### config.mk
export PLATFORM = sky130hd
export DESIGN_NAME = mac_stop_seq_flat
export DESIGN_NICKNAME = d
export VERILOG_FILES = /design/src/rtl/mac_stop_seq_if.sv /design/src/rtl/mac_stop_seq.sv /design/src/flat_wrapper.sv
export SDC_FILE = /design/constraint.sdc
export NUM_CORES = 2
export LEC_CHECK = 0
export CORE_UTILIZATION = 65
export DETAILED_ROUTE_END_ITERATION = 10
export PLACE_DENSITY_LB_ADDON = 0.1
export SYNTH_ARGS = -nofsm -noshare
export SYNTH_HDL_FRONTEND = slang
export SYNTH_SLANG_ARGS = --single-unit
### constraint.sdc
create_clock -name clk -period 3.4 [get_ports clk]
set_input_delay 0.34 -clock clk [delete_from_list [all_inputs] [get_ports clk]]
set_output_delay 0.34 -clock clk [all_outputs]
set_load 0.1 [all_outputs]
### src/rtl/mac_stop_seq_if.sv
// Memory-side bus between the matrix multiply sequencer and the mac_stop_mem banks.
// The sequencer is the master: it issues A/B reads and C writes; the memory returns read data.
interface mac_stop_seq_if #(
  parameter int M                        = 4,
  parameter int K                        = 4,
  parameter int N                        = 4,
  parameter int DATA_WIDTH_INIT_MATRIX   = 32,
  parameter int DATA_WIDTH_RESULT_MATRIX = 2*DATA_WIDTH_INIT_MATRIX + $clog2(K)
) ();
  logic                                matrix_a_re;
  logic                                matrix_b_re;
  logic [$clog2(M)-1:0]                row_addr_a;
  logic [$clog2(K)-1:0]                col_addr_a;
  logic [$clog2(K)-1:0]                row_addr_b;
  logic [$clog2(N)-1:0]                col_addr_b;
  logic [DATA_WIDTH_INIT_MATRIX-1:0]   data_out_a;
  logic [DATA_WIDTH_INIT_MATRIX-1:0]   data_out_b;
  logic                                matrix_c_we;
  logic [$clog2(M)-1:0]                row_addr_c;
  logic [$clog2(N)-1:0]                col_addr_c;
  logic [DATA_WIDTH_RESULT_MATRIX-1:0] data_in_c;

  modport master (
    output matrix_a_re, matrix_b_re, row_addr_a, col_addr_a, row_addr_b, col_addr_b,
    output matrix_c_we, row_addr_c, col_addr_c, data_in_c,
    input  data_out_a, data_out_b
  );

  modport slave (
    input  matrix_a_re, matrix_b_re, row_addr_a, col_addr_a, row_addr_b, col_addr_b,
    input  matrix_c_we, row_addr_c, col_addr_c, data_in_c,
    output data_out_a, data_out_b
  );
endinterface

### src/rtl/mac_stop_seq.sv
// Sequencer computing C = A x B over the mac_stop_mem banks: K read cycles, one drain
// cycle and one write cycle per C element, walked in row-major order.
module mac_stop_seq #(
  parameter int M                        = 4,
  parameter int K                        = 4,
  parameter int N                        = 4,
  parameter int DATA_WIDTH_INIT_MATRIX   = 32,
  parameter int DATA_WIDTH_RESULT_MATRIX = 2*DATA_WIDTH_INIT_MATRIX + $clog2(K)
) (
  input  logic            clk,
  input  logic            resetn,
  input  logic            start,
  input  logic            abort,
  output logic            busy,
  output logic            done,
  mac_stop_seq_if.master  mem
);
  localparam int AM = $clog2(M);
  localparam int AK = $clog2(K);
  localparam int AN = $clog2(N);
  localparam int DW = DATA_WIDTH_INIT_MATRIX;
  localparam int RW = DATA_WIDTH_RESULT_MATRIX;

  localparam logic [AM-1:0] I_LAST = AM'(M-1);
  localparam logic [AK-1:0] K_LAST = AK'(K-1);
  localparam logic [AN-1:0] J_LAST = AN'(N-1);
  localparam logic [AM-1:0] I_ONE  = AM'(1);
  localparam logic [AK-1:0] K_ONE  = AK'(1);
  localparam logic [AN-1:0] J_ONE  = AN'(1);

  typedef enum logic [2:0] {
    ST_IDLE  = 3'd0,
    ST_RUN   = 3'd1,
    ST_DRAIN = 3'd2,
    ST_WRITE = 3'd3,
    ST_DONE  = 3'd4
  } state_t;

  state_t          state_r;
  logic [AM-1:0]   i_r;
  logic [AK-1:0]   k_r;
  logic [AN-1:0]   j_r;
  logic [RW-1:0]   acc_r;
  logic            busy_r;
  logic            done_r;
  logic [2*DW-1:0] prod_s;
  logic [RW-1:0]   acc_sum_s;

  // Read data always belongs to the read issued one cycle earlier.
  assign prod_s    = (2*DW)'(mem.data_out_a) * (2*DW)'(mem.data_out_b);
  assign acc_sum_s = acc_r + RW'(prod_s);
  assign busy      = busy_r;
  assign done      = done_r;

  // Control FSM; every output register holds the value for the state being entered.
  always_ff @(posedge clk or negedge resetn) begin
    if (!resetn) begin
      state_r         <= ST_IDLE;
      i_r             <= '0;
      k_r             <= '0;
      j_r             <= '0;
      acc_r           <= '0;
      busy_r          <= 1'b0;
      done_r          <= 1'b0;
      mem.matrix_a_re <= 1'b0;
      mem.matrix_b_re <= 1'b0;
      mem.row_addr_a  <= '0;
      mem.col_addr_a  <= '0;
      mem.row_addr_b  <= '0;
      mem.col_addr_b  <= '0;
      mem.matrix_c_we <= 1'b0;
      mem.row_addr_c  <= '0;
      mem.col_addr_c  <= '0;
      mem.data_in_c   <= '0;
    end else begin
      busy_r          <= 1'b0;
      done_r          <= 1'b0;
      mem.matrix_a_re <= 1'b0;
      mem.matrix_b_re <= 1'b0;
      mem.row_addr_a  <= '0;
      mem.col_addr_a  <= '0;
      mem.row_addr_b  <= '0;
      mem.col_addr_b  <= '0;
      mem.matrix_c_we <= 1'b0;
      mem.row_addr_c  <= '0;
      mem.col_addr_c  <= '0;
      mem.data_in_c   <= '0;
      case (state_r)
        ST_IDLE: begin
          if (start) begin
            state_r         <= ST_RUN;
            i_r             <= '0;
            j_r             <= '0;
            k_r             <= '0;
            busy_r          <= 1'b1;
            mem.matrix_a_re <= 1'b1;
            mem.matrix_b_re <= 1'b1;
          end else begin
            state_r <= ST_IDLE;
          end
        end
        ST_RUN: begin
          // Inner index 0 arrives while k_r is 1 and starts a fresh sum.
          if (k_r == K_ONE) begin
            acc_r <= RW'(prod_s);
          end else if (k_r != '0) begin
            acc_r <= acc_sum_s;
          end else begin
            acc_r <= acc_r;
          end
          if (abort) begin
            state_r <= ST_IDLE;
          end else if (k_r == K_LAST) begin
            state_r <= ST_DRAIN;
            k_r     <= '0;
            busy_r  <= 1'b1;
          end else begin
            k_r             <= k_r + K_ONE;
            busy_r          <= 1'b1;
            mem.matrix_a_re <= 1'b1;
            mem.matrix_b_re <= 1'b1;
            mem.row_addr_a  <= i_r;
            mem.col_addr_a  <= k_r + K_ONE;
            mem.row_addr_b  <= k_r + K_ONE;
            mem.col_addr_b  <= j_r;
          end
        end
        ST_DRAIN: begin
          acc_r <= acc_sum_s;
          if (abort) begin
            state_r <= ST_IDLE;
          end else begin
            state_r         <= ST_WRITE;
            busy_r          <= 1'b1;
            mem.matrix_c_we <= 1'b1;
            mem.row_addr_c  <= i_r;
            mem.col_addr_c  <= j_r;
            mem.data_in_c   <= acc_sum_s;
          end
        end
        ST_WRITE: begin
          if (abort) begin
            state_r <= ST_IDLE;
          end else if ((i_r == I_LAST) && (j_r == J_LAST)) begin
            state_r <= ST_DONE;
            done_r  <= 1'b1;
          end else begin
            state_r         <= ST_RUN;
            busy_r          <= 1'b1;
            mem.matrix_a_re <= 1'b1;
            mem.matrix_b_re <= 1'b1;
            if (j_r == J_LAST) begin
              j_r            <= '0;
              i_r            <= i_r + I_ONE;
              mem.row_addr_a <= i_r + I_ONE;
              mem.col_addr_b <= '0;
            end else begin
              j_r            <= j_r + J_ONE;
              mem.row_addr_a <= i_r;
              mem.col_addr_b <= j_r + J_ONE;
            end
          end
        end
        ST_DONE: begin
          state_r <= ST_IDLE;
        end
        default: begin
          state_r <= ST_IDLE;
        end
      endcase
    end
  end
endmodule

### src/flat_wrapper.sv
// flat-port wrapper written by rule: the top's interface ports become plain ports
module mac_stop_seq_flat 
#(
  parameter int M                        = 4,
  parameter int K                        = 4,
  parameter int N                        = 4,
  parameter int DATA_WIDTH_INIT_MATRIX   = 32,
  parameter int DATA_WIDTH_RESULT_MATRIX = 2*DATA_WIDTH_INIT_MATRIX + $clog2(K)
)
  (clk, resetn, start, abort, busy, done, mem_matrix_a_re, mem_matrix_b_re, mem_row_addr_a, mem_col_addr_a, mem_row_addr_b, mem_col_addr_b, mem_matrix_c_we, mem_row_addr_c, mem_col_addr_c, mem_data_in_c, mem_data_out_a, mem_data_out_b);
  mac_stop_seq_if #(.M(M), .K(K), .N(N), .DATA_WIDTH_INIT_MATRIX(DATA_WIDTH_INIT_MATRIX), .DATA_WIDTH_RESULT_MATRIX(DATA_WIDTH_RESULT_MATRIX)) mem_i ();
  input  logic clk;
  input  logic resetn;
  input  logic start;
  input  logic abort;
  output logic busy;
  output logic done;
  output wire logic [$bits(mem_i.matrix_a_re)-1:0] mem_matrix_a_re;
  output wire logic [$bits(mem_i.matrix_b_re)-1:0] mem_matrix_b_re;
  output wire logic [$bits(mem_i.row_addr_a)-1:0] mem_row_addr_a;
  output wire logic [$bits(mem_i.col_addr_a)-1:0] mem_col_addr_a;
  output wire logic [$bits(mem_i.row_addr_b)-1:0] mem_row_addr_b;
  output wire logic [$bits(mem_i.col_addr_b)-1:0] mem_col_addr_b;
  output wire logic [$bits(mem_i.matrix_c_we)-1:0] mem_matrix_c_we;
  output wire logic [$bits(mem_i.row_addr_c)-1:0] mem_row_addr_c;
  output wire logic [$bits(mem_i.col_addr_c)-1:0] mem_col_addr_c;
  output wire logic [$bits(mem_i.data_in_c)-1:0] mem_data_in_c;
  input wire logic [$bits(mem_i.data_out_a)-1:0] mem_data_out_a;
  input wire logic [$bits(mem_i.data_out_b)-1:0] mem_data_out_b;
  assign mem_matrix_a_re = mem_i.matrix_a_re;
  assign mem_matrix_b_re = mem_i.matrix_b_re;
  assign mem_row_addr_a = mem_i.row_addr_a;
  assign mem_col_addr_a = mem_i.col_addr_a;
  assign mem_row_addr_b = mem_i.row_addr_b;
  assign mem_col_addr_b = mem_i.col_addr_b;
  assign mem_matrix_c_we = mem_i.matrix_c_we;
  assign mem_row_addr_c = mem_i.row_addr_c;
  assign mem_col_addr_c = mem_i.col_addr_c;
  assign mem_data_in_c = mem_i.data_in_c;
  assign mem_i.data_out_a = mem_data_out_a;
  assign mem_i.data_out_b = mem_data_out_b;
  mac_stop_seq #(.M(M), .K(K), .N(N), .DATA_WIDTH_INIT_MATRIX(DATA_WIDTH_INIT_MATRIX), .DATA_WIDTH_RESULT_MATRIX(DATA_WIDTH_RESULT_MATRIX)) u_core (.clk(clk), .resetn(resetn), .start(start), .abort(abort), .busy(busy), .done(done), .mem(mem_i));
endmodule
==> flow_summary.yaml <==
yosys:
  synth_area_mm2: 0.0426
  synth_top_area_share_pct: 42.1
  synth.yosys.seq_area_share_pct: 9.10
  ys_warn_count: 0
  synth_nets: 6064
  async_flop_share_pct: 100
  ys_ff_latch: 155
  synth_ff_type: "dfrtp_1"
  synth.area.top_cells: "fa_1, ha_1, dfrtp_1"
  syn-instance-count: 4767
  yosys.area.top_type: "fa_1"
  synth_edf_count: 0
  yosys.cell_types.count: 82
  avgSynthCellArea_um2: 8.94
die:
  rows: 93
  core_mm2: 0.0646
  die_w_um: 258
  initial_core_util_pct: 66.0
  die-area_mm2: 0.0666
  die_y_um: 258
  ios: 151
worst_setup_path:
  crit_required_ps: 3750
  endpoint_kind: "flip-flop"
  critical_path.max_fanout: 8
  crit_top_cell: "fa_1"
  arrival_ps: 10310
  cpMaxStageDelayCell: "fa_2"
  crit_type: "input pin to flip-flop"
  cpPeakStageDelay_ps: 790
  start_kind: "input pin"
layout:
  final_util_pct: 88.3
  final_cells: 6463
  fillers: 2819
  final_net_count: 6886
  drive_gt1_share_pct: 28.7
  fin_area_mm2: 0.0570
  syn_to_final_growth_pct: 33.7
grt:
  antenna_found_initial: 12
  grt_usage_pct: 44.1
  grt_pass1_vias: 42342
  grt_overflow: 0
  grt_max_degree: 90
  grt_pass1_wl_um: 225000
drt:
  wl_per_cell_um: 26.1
  drc: 0
  viasPerCell: 6.43
  dr.pass1.iters: 10
  ant_nets: 0
  drt_wl_total_um: 169000
  vias: 41529
  drt_iter0_markers: 5258
clocking:
  cts-root-buf: "clkbuf_16"
  clock-sinks: 155
  clk_latency_ps: 470
  clk_pin_slew_ps: 80
  cts.path.max_buffers: 2
  cts_tree: "yes"
  htreeDepth: 4
  cts-buffers-inserted: 17
timing:
  tightest_slew_ps: 1120
  layout_min_cycle_time_ps: 9960
  finalCritPeriodShare_pct: 293
  hold_viol: 0
  max-slew-margin-rel_pct: 25.4
  finalSetupViolCount: 126
  max_freq_ghz: 0.100
  fin_worst_skew_ps: 18.5
  holdWs_ps: 504
  fin_ws_ps: -6560
  drv_slew: 0
  rsz0062_at_grt: "yes"
outcome:
  status: "finished, violations left"
  failed_checks: "setup timing"
flow_run:
  drv_cap: 0
place:
  portBuffers: 150
  hpwl_um: 98700
  gp_congestion: 0.961
  dp_cells: 6204
  placed_area_mm2: 0.0508
worst_hold_path:
  hold_path.class: "input pin to asynchronous set/reset pin"
critical path, delay by kind of cell:
kind | cells | cell delay [ps]
adders and majority gates | 10 | 5040
buffers and inverters | 12 | 1600
AOI/OAI and AO/OA | 10 | 1940
and+or+nand+nor | 7 | 1370
path summary, 6_finish.rpt:
check	from	slack, ps	cells past startpoint	to
max	mem_data_out_a[14]	-6560	39	u_core.acc_r[65]$_DFFE_PN0P_
min	resetn	500	2	u_core.mem.data_in_c[62]$_DFF_PN0_
max reg2reg	u_core.acc_r[0]$_DFFE_PN0P_	-460	17	u_core.acc_r[50]$_DFFE_PN0P_
min reg2reg	u_core.acc_r[3]$_DFFE_PN0P_	530	2	u_core.acc_r[3]$_DFFE_PN0P_
max in group asynchronous	resetn	1870	3	u_core.acc_r[6]$_DFFE_PN0P_
min in group clk	u_core.acc_r[3]$_DFFE_PN0P_	530	2	u_core.acc_r[3]$_DFFE_PN0P_
cell type report:
cell class | instances | area, µm² | area share [%]
inverters | 933 | 3500 | 6.14
multi-input cells | 3399 | 37500 | 65.7
flip-flops and latches | 155 | 3880 | 6.80
well taps | 855 | 1070 | 1.88
clock buffers | 19 | 443 | 0.777
clock inverters | 13 | 131 | 0.230
diodes | 6 | 15.0 | 0.0263
repair buffers | 1083 | 10500 | 18.4
per-stage QoR:
stage          TNS [ps]  setup slack [ps]
2_1_floorplan   -498150             -5470
3_3_place_gp    -662980             -6540
3_5_place_dp    -675330             -6730
4_1_cts         -552590             -5590
5_1_grt         -632410             -6550
6_report        -618120             -6560
synthesized netlist by cell type, types with 4 or more instances:
| master | count |
|---|---|
| a211oi_1 | 12 |
| a21boi_0 | 4 |
| a21o_1 | 69 |
| a21oi_1 | 150 |
| a221o_1 | 26 |
| a221oi_1 | 4 |
| a22oi_1 | 36 |
| a31oi_1 | 13 |
| and2_1 | 479 |
| and3_1 | 20 |
| and4_1 | 4 |
| buf_1 | 4 |
| buf_2 | 9 |
| clkbuf_1 | 257 |
| dfrtp_1 | 155 |
| fa_1 | 897 |
| ha_1 | 332 |
| inv_1 | 933 |
| mux2i_1 | 5 |
| nand2_1 | 677 |
| nand2b_1 | 13 |
| nand3_1 | 34 |
| nand4_1 | 33 |
| nor2_1 | 155 |
| nor2b_1 | 13 |
| nor3_1 | 21 |
| nor4_1 | 6 |
| o211ai_1 | 8 |
| o21a_1 | 17 |
| o21ai_0 | 119 |
| o21ai_1 | 7 |
| o21bai_1 | 28 |
| o221ai_1 | 4 |
| o31a_1 | 6 |
| o31ai_1 | 11 |
| or3_1 | 4 |
| or4_1 | 4 |
| xnor2_1 | 75 |
| xor2_1 | 50 |
routing by layer:
| layer | vias up | track usage (%) | part of all wire (%) |
|---|---|---|---|
| met3 | 1642 | 11.1 | 13 |
| met4 | 22 | 33.0 | 11 |
| met1 | 20110 | 51.0 | 31 |
| met2 | 3625 | 71.1 | 45 |
| met5 | - | 0 | 0.28 |
| li1 | 16130 | - | - |
cell usage in the layout (no fill, tap or decap), types with 69 or more instances in the layout:
cell type / synthesis / routed
clkdlybuf4s50_1: 0 / 87
and2_1: 479 / 414
a21oi_1: 150 / 83
dfrtp_1: 155 / 155
fa_1: 897 / 816
inv_1: 933 / 882
buf_6: 0 / 102
a21o_1: 69 / 69
buf_4: 3 / 742
buf_12: 0 / 69
ha_1: 332 / 265
fa_2: 0 / 81
nor2_1: 155 / 134
nand2_1: 677 / 639
sequential cells by signal (all words and copies together) (netlist names), 2 cells and up:
signal                 flops
u_core.acc_r              66
u_core.mem.data_in_c      66
u_core.state_r             3
u_core.i_r                 2
u_core.j_r                 2
u_core.k_r                 2
u_core.mem.col_addr_a      2
u_core.mem.col_addr_b      2
u_core.mem.col_addr_c      2
u_core.mem.row_addr_a      2
u_core.mem.row_addr_c      2
cell families (layout without fill, tap and decap cells):
kind of cell	after synthesis	after routing	share of synthesized area [%]
adder cells (fa/ha/maj)	1229	1229	51.9
other	0	6	0
multiplexers	5	5	0.117
XOR/XNOR	126	126	2.61
AO/OA/AOI/OAI	560	560	8.71
buffers and inverters	1213	2048	10.8
flip-flops	155	155	9.10
AND/OR/NAND/NOR	1479	1479	16.8
repair_timing:
| action | in CTS | in global routing |
|---|---|---|
| endpoints found under the setup margin | 126 | 126 |
| hold endpoints to repair | 8 | 0 |
| hold buffers | 1 | 0 |
| cloned | 34 | 4 |
| resized for setup | 644 | 378 |
| buffers inserted | 111 | 79 |
| pin swaps | 219 | 191 |
Power is left out: the tool's default activity adds up to more than one toggle a clock period on the data nets, which glitch-free logic cannot reach.
